===== src/rtl/mc_sequencer_if.sv =====
// rtl/mc_sequencer_if.sv - sequencer <-> datapath control bundle; MC_PERF_CNT_EN adds perf counter outputs
interface mc_sequencer_if;
    logic [6:0]  opcode;
    logic        mem_ready;
    logic        pc_write;
    logic        ir_write;
    logic        mem_read;
    logic        mem_write;
    logic        reg_write;
    logic        mem_to_reg;
    logic        alu_src;
    logic        pc_write_cond;
    logic [1:0]  alu_operation;
    logic        instr_done;
    logic        mem_err;
    logic        illegal_op;
`ifdef MC_PERF_CNT_EN
    logic [31:0] cycle_cnt;
    logic [31:0] instret_cnt;
`endif

    modport master (
        input  opcode, mem_ready,
        output pc_write, ir_write, mem_read, mem_write, reg_write, mem_to_reg,
               alu_src, pc_write_cond, alu_operation, instr_done, mem_err, illegal_op
`ifdef MC_PERF_CNT_EN
        , output cycle_cnt, instret_cnt
`endif
    );

    modport slave (
        output opcode, mem_ready,
        input  pc_write, ir_write, mem_read, mem_write, reg_write, mem_to_reg,
               alu_src, pc_write_cond, alu_operation, instr_done, mem_err, illegal_op
`ifdef MC_PERF_CNT_EN
        , input cycle_cnt, instret_cnt
`endif
    );
endinterface


===== src/rtl/mc_sequencer.sv =====
// rtl/mc_sequencer.sv - multicycle FETCH/DECODE/EXEC/MEM/WB control sequencer with memory wait timeout
// Optional MC_PERF_CNT_EN adds 32-bit cycle_cnt and instret_cnt outputs.
module mc_sequencer #(
    parameter int MEM_WAIT_MAX = 15
) (
    input  logic           clk,
    input  logic           rst_n,
    mc_sequencer_if.master bus
);
    localparam int WW = $clog2(MEM_WAIT_MAX + 1);
    localparam logic [WW-1:0] WAIT_LAST = WW'(MEM_WAIT_MAX - 1);
    localparam logic [WW-1:0] WAIT_SAT  = WW'(MEM_WAIT_MAX);

    localparam logic [6:0] OP_R   = 7'b0110011;
    localparam logic [6:0] OP_LD  = 7'b0000011;
    localparam logic [6:0] OP_SD  = 7'b0100011;
    localparam logic [6:0] OP_BEQ = 7'b1100011;

    typedef enum logic [2:0] {
        S_FETCH  = 3'd0,
        S_DECODE = 3'd1,
        S_EXEC   = 3'd2,
        S_MEM    = 3'd3,
        S_WB     = 3'd4
    } state_t;

    state_t          r_state;
    state_t          w_next;
    logic [6:0]      r_opcode;
    logic [WW-1:0]   r_wait;
    logic [WW-1:0]   w_wait_next;
    logic            w_wait_hit;

    logic            w_pc_write, w_ir_write, w_mem_read, w_mem_write;
    logic            w_reg_write, w_mem_to_reg, w_alu_src, w_pc_write_cond;
    logic [1:0]      w_alu_op;
    logic            w_instr_done, w_mem_err, w_illegal_op;

    always_ff @(posedge clk or negedge rst_n) begin
        if (!rst_n) begin
            r_state  <= S_FETCH;
            r_opcode <= '0;
            r_wait   <= '0;
        end else begin
            r_state <= w_next;
            r_wait  <= w_wait_next;
            if (r_state == S_DECODE) begin
                r_opcode <= bus.opcode;
            end
        end
    end

    always_comb begin
        w_next          = r_state;
        w_wait_next     = r_wait;
        w_pc_write      = 1'b0;
        w_ir_write      = 1'b0;
        w_mem_read      = 1'b0;
        w_mem_write     = 1'b0;
        w_reg_write     = 1'b0;
        w_mem_to_reg    = 1'b0;
        w_alu_src       = 1'b0;
        w_pc_write_cond = 1'b0;
        w_alu_op        = 2'b00;
        w_instr_done    = 1'b0;
        w_mem_err       = 1'b0;
        w_illegal_op    = 1'b0;
        // r_wait counts earlier low cycles, so this is the MEM_WAIT_MAX-th consecutive low cycle
        w_wait_hit      = !bus.mem_ready && (r_wait == WAIT_LAST);

        case (r_state)
            S_FETCH: begin
                w_mem_read = 1'b1;
                if (bus.mem_ready) begin
                    w_ir_write = 1'b1;
                    w_pc_write = 1'b1;
                    w_next     = S_DECODE;
                end else if (w_wait_hit) begin
                    w_mem_err = 1'b1;
                    w_next    = S_FETCH;
                end
            end
            S_DECODE: begin
                if (bus.opcode == OP_R || bus.opcode == OP_LD ||
                    bus.opcode == OP_SD || bus.opcode == OP_BEQ) begin
                    w_next = S_EXEC;
                end else begin
                    w_illegal_op = 1'b1;
                    w_next       = S_FETCH;
                end
            end
            S_EXEC: begin
                case (r_opcode)
                    OP_R: begin
                        w_alu_op = 2'b10;
                        w_next   = S_WB;
                    end
                    OP_LD, OP_SD: begin
                        w_alu_src = 1'b1;
                        w_next    = S_MEM;
                    end
                    OP_BEQ: begin
                        w_alu_op        = 2'b01;
                        w_pc_write_cond = 1'b1;
                        w_instr_done    = 1'b1;
                        w_next          = S_FETCH;
                    end
                    default: w_next = S_FETCH;
                endcase
            end
            S_MEM: begin
                w_mem_read  = (r_opcode == OP_LD);
                w_mem_write = (r_opcode == OP_SD);
                if (bus.mem_ready) begin
                    if (r_opcode == OP_LD) begin
                        w_next = S_WB;
                    end else begin
                        w_instr_done = 1'b1;
                        w_next       = S_FETCH;
                    end
                end else if (w_wait_hit) begin
                    w_mem_write = 1'b0;
                    w_mem_err   = 1'b1;
                    w_next      = S_FETCH;
                end
            end
            S_WB: begin
                w_reg_write  = 1'b1;
                w_mem_to_reg = (r_opcode == OP_LD);
                w_instr_done = 1'b1;
                w_next       = S_FETCH;
            end
            default: w_next = S_FETCH;
        endcase

        // A timeout re-enters FETCH through a self-loop, which still counts as a fresh entry
        if ((w_next == S_FETCH || w_next == S_MEM) && (w_next != r_state || w_mem_err)) begin
            w_wait_next = '0;
        end else if ((r_state == S_FETCH || r_state == S_MEM) && !bus.mem_ready &&
                     r_wait != WAIT_SAT) begin
            w_wait_next = r_wait + 1'b1;
        end
    end

    assign bus.pc_write      = rst_n & w_pc_write;
    assign bus.ir_write      = rst_n & w_ir_write;
    assign bus.mem_read      = rst_n & w_mem_read;
    assign bus.mem_write     = rst_n & w_mem_write;
    assign bus.reg_write     = rst_n & w_reg_write;
    assign bus.mem_to_reg    = rst_n & w_mem_to_reg;
    assign bus.alu_src       = rst_n & w_alu_src;
    assign bus.pc_write_cond = rst_n & w_pc_write_cond;
    assign bus.alu_operation = rst_n ? w_alu_op : 2'b00;
    assign bus.instr_done    = rst_n & w_instr_done;
    assign bus.mem_err       = rst_n & w_mem_err;
    assign bus.illegal_op    = rst_n & w_illegal_op;

`ifdef MC_PERF_CNT_EN
    logic [31:0] r_cycle_cnt;
    logic [31:0] r_instret_cnt;

    always_ff @(posedge clk or negedge rst_n) begin
        if (!rst_n) begin
            r_cycle_cnt   <= '0;
            r_instret_cnt <= '0;
        end else begin
            r_cycle_cnt <= r_cycle_cnt + 32'd1;
            if (w_instr_done) begin
                r_instret_cnt <= r_instret_cnt + 32'd1;
            end
        end
    end

    assign bus.cycle_cnt   = r_cycle_cnt;
    assign bus.instret_cnt = r_instret_cnt;
`endif
endmodule


===== src/flat_wrapper.sv =====
// flat-port wrapper written by rule: the top's interface ports become plain ports
module mc_sequencer_flat 
#(
    parameter int MEM_WAIT_MAX = 15
)
  (clk, rst_n, bus_opcode, bus_mem_ready, bus_pc_write, bus_ir_write, bus_mem_read, bus_mem_write, bus_reg_write, bus_mem_to_reg, bus_alu_src, bus_pc_write_cond, bus_alu_operation, bus_instr_done, bus_mem_err, bus_illegal_op);
  mc_sequencer_if bus_i ();
  input  logic clk;
  input  logic rst_n;
  input wire logic [$bits(bus_i.opcode)-1:0] bus_opcode;
  input wire logic [$bits(bus_i.mem_ready)-1:0] bus_mem_ready;
  output wire logic [$bits(bus_i.pc_write)-1:0] bus_pc_write;
  output wire logic [$bits(bus_i.ir_write)-1:0] bus_ir_write;
  output wire logic [$bits(bus_i.mem_read)-1:0] bus_mem_read;
  output wire logic [$bits(bus_i.mem_write)-1:0] bus_mem_write;
  output wire logic [$bits(bus_i.reg_write)-1:0] bus_reg_write;
  output wire logic [$bits(bus_i.mem_to_reg)-1:0] bus_mem_to_reg;
  output wire logic [$bits(bus_i.alu_src)-1:0] bus_alu_src;
  output wire logic [$bits(bus_i.pc_write_cond)-1:0] bus_pc_write_cond;
  output wire logic [$bits(bus_i.alu_operation)-1:0] bus_alu_operation;
  output wire logic [$bits(bus_i.instr_done)-1:0] bus_instr_done;
  output wire logic [$bits(bus_i.mem_err)-1:0] bus_mem_err;
  output wire logic [$bits(bus_i.illegal_op)-1:0] bus_illegal_op;
  assign bus_i.opcode = bus_opcode;
  assign bus_i.mem_ready = bus_mem_ready;
  assign bus_pc_write = bus_i.pc_write;
  assign bus_ir_write = bus_i.ir_write;
  assign bus_mem_read = bus_i.mem_read;
  assign bus_mem_write = bus_i.mem_write;
  assign bus_reg_write = bus_i.reg_write;
  assign bus_mem_to_reg = bus_i.mem_to_reg;
  assign bus_alu_src = bus_i.alu_src;
  assign bus_pc_write_cond = bus_i.pc_write_cond;
  assign bus_alu_operation = bus_i.alu_operation;
  assign bus_instr_done = bus_i.instr_done;
  assign bus_mem_err = bus_i.mem_err;
  assign bus_illegal_op = bus_i.illegal_op;
  mc_sequencer #(.MEM_WAIT_MAX(MEM_WAIT_MAX)) u_core (.clk(clk), .rst_n(rst_n), .bus(bus_i));
endmodule

===== config.mk =====
export PLATFORM = sky130hd
export DESIGN_NAME = mc_sequencer_flat
export DESIGN_NICKNAME = d
export VERILOG_FILES = /design/src/rtl/mc_sequencer_if.sv /design/src/rtl/mc_sequencer.sv /design/src/flat_wrapper.sv
export SDC_FILE = /design/constraint.sdc
export NUM_CORES = 1
export LEC_CHECK = 0
export ABC_CLOCK_PERIOD_IN_PS = 2100
export CORE_MARGIN = 2
export CORE_UTILIZATION = 37
export DETAILED_ROUTE_END_ITERATION = 10
export GPL_ROUTABILITY_DRIVEN = 0
export PLACE_DENSITY = 0.6
export SLEW_MARGIN = 20
export SYNTH_ARGS = -nofsm -noshare
export SYNTH_HDL_FRONTEND = slang
export SYNTH_SLANG_ARGS = --single-unit
export TNS_END_PERCENT = 5

===== constraint.sdc =====
create_clock -name clk -period 2.1 [get_ports clk]
set_clock_uncertainty 0.15 [all_clocks]
set_input_delay 0.42 -clock clk [delete_from_list [all_inputs] [get_ports clk]]
set_output_delay 0.42 -clock clk [all_outputs]
set_load 0.005 [all_outputs]

==> results of run 1 <==
## synthesized netlist by cell type, types with 3 or more instances
library cell,count
clkbuf_1,4
and3_1,5
nor2_1,6
nand2b_1,3
o21ai_0,3
mux2_2,7
nor4_1,5
nand2_1,8
nor3_1,4
a21oi_1,5
dfrtp_1,14
## registers in the layout (all words and copies together), names as in the netlist
name,flops
u_core.r_wait,4
u_core.r_state,3
u_core.r_opcode,7
## worst max-delay path: cells and delay by family (launching register included)
family | cells | cell delay, ps
flip-flops | 1 | 380
AND/OR/NAND/NOR | 3 | 670
buffers and inverters | 3 | 400
## cell type report
| type | instances | area (um2) |
|---|---|---|
| inverters | 1 | 3.75 |
| flip-flops and latches | 14 | 350 |
| clock buffers | 3 | 22.5 |
| multi-input cells | 79 | 686 |
| well taps | 30 | 37.5 |
| repair buffers | 62 | 479 |
| fillers | 220 | 853 |
## power by group through the flow
stage               Sequential (uW)  Combinational (uW)  Clock (uW)
floorplan                       443                 458           0
global route                    486                1120         168
global placement                441                 846           0
detailed placement              445                 875           0
finish                          475                1030         146
CTS                             470                 976         154
## stage by stage
step	instances	setup TNS [ps]	power (uW)	hold slack, ps
2_1_floorplan	100	0	902	-25.6
3_3_place_gp	180	-5510	1290	337
3_5_place_dp	180	-6230	1320	338
4_1_cts	188	-1360	1600	365
5_1_grt	189	-1580	1770	392
6_report	189	-784	1650	363
## how the worst min path moves through the flow
| stage | end | depth (start not counted) |
|---|---|---|
| 2_1_floorplan | u_core.r_opcode[0] | 0 |
| 4_1_cts | u_core.r_opcode[2] | 1 |
| 5_1_grt | u_core.r_opcode[2] | 1 |
| 3_3_place_gp | u_core.r_opcode[2] | 1 |
| 6_report | u_core.r_opcode[2] | 1 |
| 3_5_place_dp | u_core.r_opcode[2] | 1 |
## layer usage
layer  GRT usage [%]  vias to the layer above  routed length, um
li1                -                      491                  -
met1            27.3                      504               1210
met2            34.5                       19               1410
met3            2.19                        2                 95
met4            5.00                        0                  8
met5               0                        -                  0
## cells in the final DEF (no fill, tap or decap), types with 3 or more instances in the layout
cell type / netlist / routed
nor2_1: 6 / 5
dlygate4sd2_1: 0 / 4
nor4_2: 0 / 3
mux2_2: 7 / 7
nand2_1: 8 / 7
clkdlybuf4s50_1: 0 / 7
clkbuf_4: 0 / 3
buf_4: 2 / 38
dfrtp_1: 14 / 14
and3_1: 5 / 5
buf_2: 0 / 7
a21oi_1: 5 / 3
nand2b_1: 3 / 3
## timing repair
item	in CTS	in global routing
resized for setup	56	12
hold endpoints to repair	0	0
setup buffers	5	1
pin swaps	10	8
setup endpoints to repair	14	16
## logic make-up (layout without fill, tap and decap cells)
logic type      Yosys count  count (layout)  share of synthesized area (%)
buf+inv                   7              66                           3.60
fa+ha+maj                 2               2                           2.67
xor+xnor                  1               1                          0.934
flops                    14              14                           37.3
simple gates             50              50                           32.1
compound gates           19              19                           14.9
mux                       7               7                           8.40
==> impl_metrics.json, run 1 <==
{
  "holdCritStartpoint": "u_core.r_opcode[2]",
  "max-cap-violations": 0,
  "core_mm2": 0.00243,
  "hold_viol": 0,
  "clock_power_share_pct": 8.9,
  "die-area_mm2": 0.00296,
  "fin_util_pct": 64.9,
  "cts_tree": "built",
  "synth-seq-cells": 14,
  "power.switching_uw": 655,
  "area_growth_pct": 68.3,
  "ys_seq_area_share_pct": 37.3,
  "cts_buffers": 3,
  "placed_cell_area_mm2": 0.00142,
  "worst_setup_path_start_kind": "register",
  "viasPerCell": 5.38,
  "crit_top_cell": "buf_6",
  "dp.final_hpwl_mm": 2.01,
  "synth_area_um2": 938,
  "fin_nets": 173,
  "crit_arrival_ps": 1710,
  "dp_slack_ps": -587,
  "failed_checks": "negative setup slack",
  "cp_cell_sequence": "nand4bb_4, buf_6, buf_6, or3_1, nor2_1, buf_2",
  "start_util_pct": 38.6,
  "rr_startpoint": "u_core.r_opcode[4]",
  "antenna_cells": 0,
  "slowest_delay_ps": 380,
  "synth_cell_types": 40,
  "cp-startpoint": "u_core.r_opcode[2]",
  "slew_headroom_pct": 81.2,
  "drive_gt1_share_pct": 50.3,
  "p_comb_share_pct": 62.4,
  "finalSetupViolCount": 9,
  "die_y_um": 54.4,
  "grt_max_degree": 15,
  "grt.total_usage_pct": 20.3,
  "drc": 0,
  "clkTransAtPathRegs_ps": 80,
  "io_buffers": 22,
  "rows": 18,
  "htree_levels": 1,
  "grt_pass1_wl_mm": 4.43,
  "numClockSinks": 14,
  "die_w_um": 54.4,
  "ant_nets": 0,
  "synth-main-ff-cell": "dfrtp_1",
  "num_vias": 1016,
  "status": "complete, but fails checks",
  "worstSetupEndpoint": "bus_alu_src",
  "synth_top_area_share_pct": 37.3,
  "routedWlPerCell_um": 14.4,
  "design_area_mm2": 0.00158,
  "clock_latency_ps": 270,
  "rr_worst_depth": 5,
  "crit_type": "reg -> out",
  "worst_setup_path_end_kind": "output pin",
  "grt_pass1_vias": 1025,
  "swShare_pct": 39.7,
  "ir_worst_vdd_v": 0.000764,
  "power.internal_uw": 997,
  "cp_max_fo": 4,
  "achievable-frequency_mhz": 439,
  "drt_first_iter_violations": 20,
  "power_leakage_uw": 0.000729,
  "syn-num-nets": 112,
  "clock_path_buffers": 2,
  "setup_ws_ps": -179,
  "required_ps": 1530,
  "slew_violations": 0,
  "syn_avg_cell_area_um2": 9.38,
  "synthCells": 100,
  "tightest_slew_ps": 281,
  "yosys_warnings": 0,
  "finalCritPeriodShare_pct": 109,
  "synth_edf_count": 0,
  "dr.pass1.iters": 5,
  "p_per_area_mw_per_mm2": 1050,
  "hold_buffers": 0,
  "rsz0062_at_grt": "true",
  "power_frac_seq_pct": 28.7,
  "cp_slowest_cell": "dfrtp_1",
  "synthTopCellsByArea": "dfrtp_1, mux2_2, and3_1",
  "hp-class": "reg -> reg",
  "yosysTopAreaCell": "dfrtp_1",
  "grt.overflow.total": 0,
  "rr_endpoint": "u_core.r_wait[2]",
  "rrSetupSlack_ps": 130,
  "synthArstFlopShare_pct": 100,
  "pin_count": 23,
  "cts-root-buf": "clkbuf_4",
  "fin_crit_ps": 2280,
  "antenna_found_initial": 0,
  "routed_wl_mm": 2.72
}
(Power assumes the default switching activity.)
==> inputs of run 2 (changes only) <==
- MAX_ROUTING_LAYER: unset -> met4
==> run 2 against run 1 <==
The flow still finishes with violations (negative setup slack). Register-to-register slack barely moved. Non-clock buffer count stayed put. Largest cell class unchanged. Fmax is the same. Global-route usage is 0.52 points higher. Critical path depth is the same. Sequential cell count unchanged. Routed wire length hardly changed. Via count hardly changed. Combinational power hardly changed. Power about the same. Clock power about the same.
==> impl_metrics.json, run 2 (synthesis gave the netlist of run 1 again) <==
{
  "routed_wl_mm": 2.72,
  "rrSetupSlack_ps": 120,
  "tightest_slew_ps": 281,
  "drc": 0,
  "antenna_found_initial": 0,
  "ant_nets": 0,
  "cp_slowest_cell": "dfrtp_1",
  "die_y_um": 54.4,
  "regMostFlops": "u_core.r_opcode",
  "required_ps": 1530,
  "finalCritPeriodShare_pct": 109,
  "crit_arrival_ps": 1710,
  "setup_ws_ps": -179,
  "mostFrequentLayoutCells": "buf_4, dfrtp_1",
  "rr_worst_depth": 5,
  "die_w_um": 54.4,
  "dp.final_hpwl_mm": 2.01,
  "ir_worst_vdd_v": 0.000764,
  "placed_cell_area_mm2": 0.00142,
  "finalSetupViolCount": 9,
  "worst_setup_path_end_kind": "output pin",
  "dr.pass1.iters": 5,
  "area_growth_pct": 68.3,
  "die-area_mm2": 0.00296,
  "status": "complete, but fails checks",
  "core_mm2": 0.00243,
  "design_area_mm2": 0.00158,
  "largest_reg_flops": 7,
  "fin_util_pct": 64.9,
  "whs_ps": 363,
  "clock_path_buffers": 2,
  "fin_nets": 173,
  "critPathTopFamily": "simple AND/OR/NAND/NOR gates",
  "layout_commonest_cell": "buf_4",
  "slew_headroom_pct": 81.2,
  "crit_top_cell": "buf_6",
  "rows": 18,
  "hp-class": "reg -> reg",
  "viasPerCell": 5.37,
  "cts-root-buf": "clkbuf_4",
  "critPathBufInv": 3,
  "p_per_area_mw_per_mm2": 1050,
  "achievable-frequency_mhz": 439,
  "rr_startpoint": "u_core.r_opcode[4]",
  "hold_viol": 0,
  "numClockSinks": 14,
  "grt.overflow.total": 0,
  "rr_endpoint": "u_core.r_wait[2]",
  "failed_checks": "negative setup slack",
  "holdCritStartpoint": "u_core.r_opcode[2]",
  "max-cap-violations": 0,
  "clock_latency_ps": 270,
  "io_buffers": 22,
  "start_util_pct": 38.6,
  "power_leakage_uw": 0.000729,
  "slew_violations": 0,
  "largestRegisters": "u_core.r_opcode (7), u_core.r_wait (4), u_core.r_state (3)",
  "num_vias": 1015,
  "fin_crit_ps": 2280,
  "antenna_cells": 0,
  "cts_tree": "built",
  "cp_max_fo": 4,
  "worst_setup_path_start_kind": "register",
  "cp_cell_sequence": "nand4bb_4, buf_6, buf_6, or3_1, nor2_1, buf_2",
  "slowest_delay_ps": 380,
  "hold_end": "u_core.r_opcode[2]",
  "htree_levels": 1,
  "worstHoldPathCells": 1,
  "drive_gt1_share_pct": 50.3,
  "grt_pass1_vias": 1023,
  "crit_type": "reg -> out",
  "rsz0062_at_grt": "true",
  "pin_count": 23,
  "grt_pass1_wl_mm": 4.43,
  "grt.total_usage_pct": 20.8,
  "cts_buffers": 3,
  "clkTransAtPathRegs_ps": 80,
  "drt_first_iter_violations": 20,
  "routedWlPerCell_um": 14.4,
  "grt_max_degree": 15
}
==> run 2: worst max path at each step <==
stage	cells past startpoint	to	start
3_3_place_gp	5	bus_illegal_op	bus_opcode[0]
4_1_cts	6	bus_mem_write	u_core.r_opcode[3]
3_5_place_dp	5	bus_illegal_op	bus_opcode[0]
6_report	6	bus_alu_src	u_core.r_opcode[2]
2_1_floorplan	5	u_core.r_wait[3]	u_core.r_wait[1]
5_1_grt	6	bus_alu_src	u_core.r_opcode[2]
==> run 2: cell type report <==
cell class / instances / area [um2]
Fill cell: 220 / 853
Multi-Input combinational cell: 79 / 686
Timing Repair Buffer: 62 / 479
Sequential cell: 14 / 350
Tap cell: 30 / 37.5
Clock buffer: 3 / 22.5
Inverter: 1 / 3.75
==> run 2: routing by layer <==
layer / share of wire (%) / routed length, um / GRT usage (%) / up-vias
met5: 0 / 0 / - / -
met4: 0.29 / 8 / 5.00 / 0
met3: 3.5 / 95 / 2.19 / 2
met2: 52 / 1410 / 34.7 / 19
met1: 44 / 1210 / 27.0 / 503
li1: - / - / - / 491
==> run 2: worst reg2reg max path, stage by stage, from the launching register on <==
cell and delay (ps):
dfrtp_1 450, buf_4 200, nand4bb_1 250, a2111oi_4 400, and3b_1 280, a211oi_2 160
==> run 2: per-stage QoR <==
stage	std cells	setup WS, ps	power [uW]	setup TNS, ps
2_1_floorplan	100	208	902	0
3_3_place_gp	180	-493	1290	-5510
3_5_place_dp	180	-587	1320	-6230
4_1_cts	188	-232	1600	-1360
5_1_grt	189	-240	1770	-1570
6_report	189	-179	1650	-784
==> run 2: timing repair <==
action / 4_1_cts / 5_1_grt
pin swaps: 10 / 8
setup endpoints to repair: 14 / 15
hold buffers: 0 / 0
endpoints found under the hold margin: 0 / 0
resized for setup: 56 / 12
setup buffers: 5 / 1
==> run 2: where the power goes <==
group | switching (uW) | internal (uW)
clock | 79.9 | 66.3
combinational | 473 | 558
sequential | 102 | 373
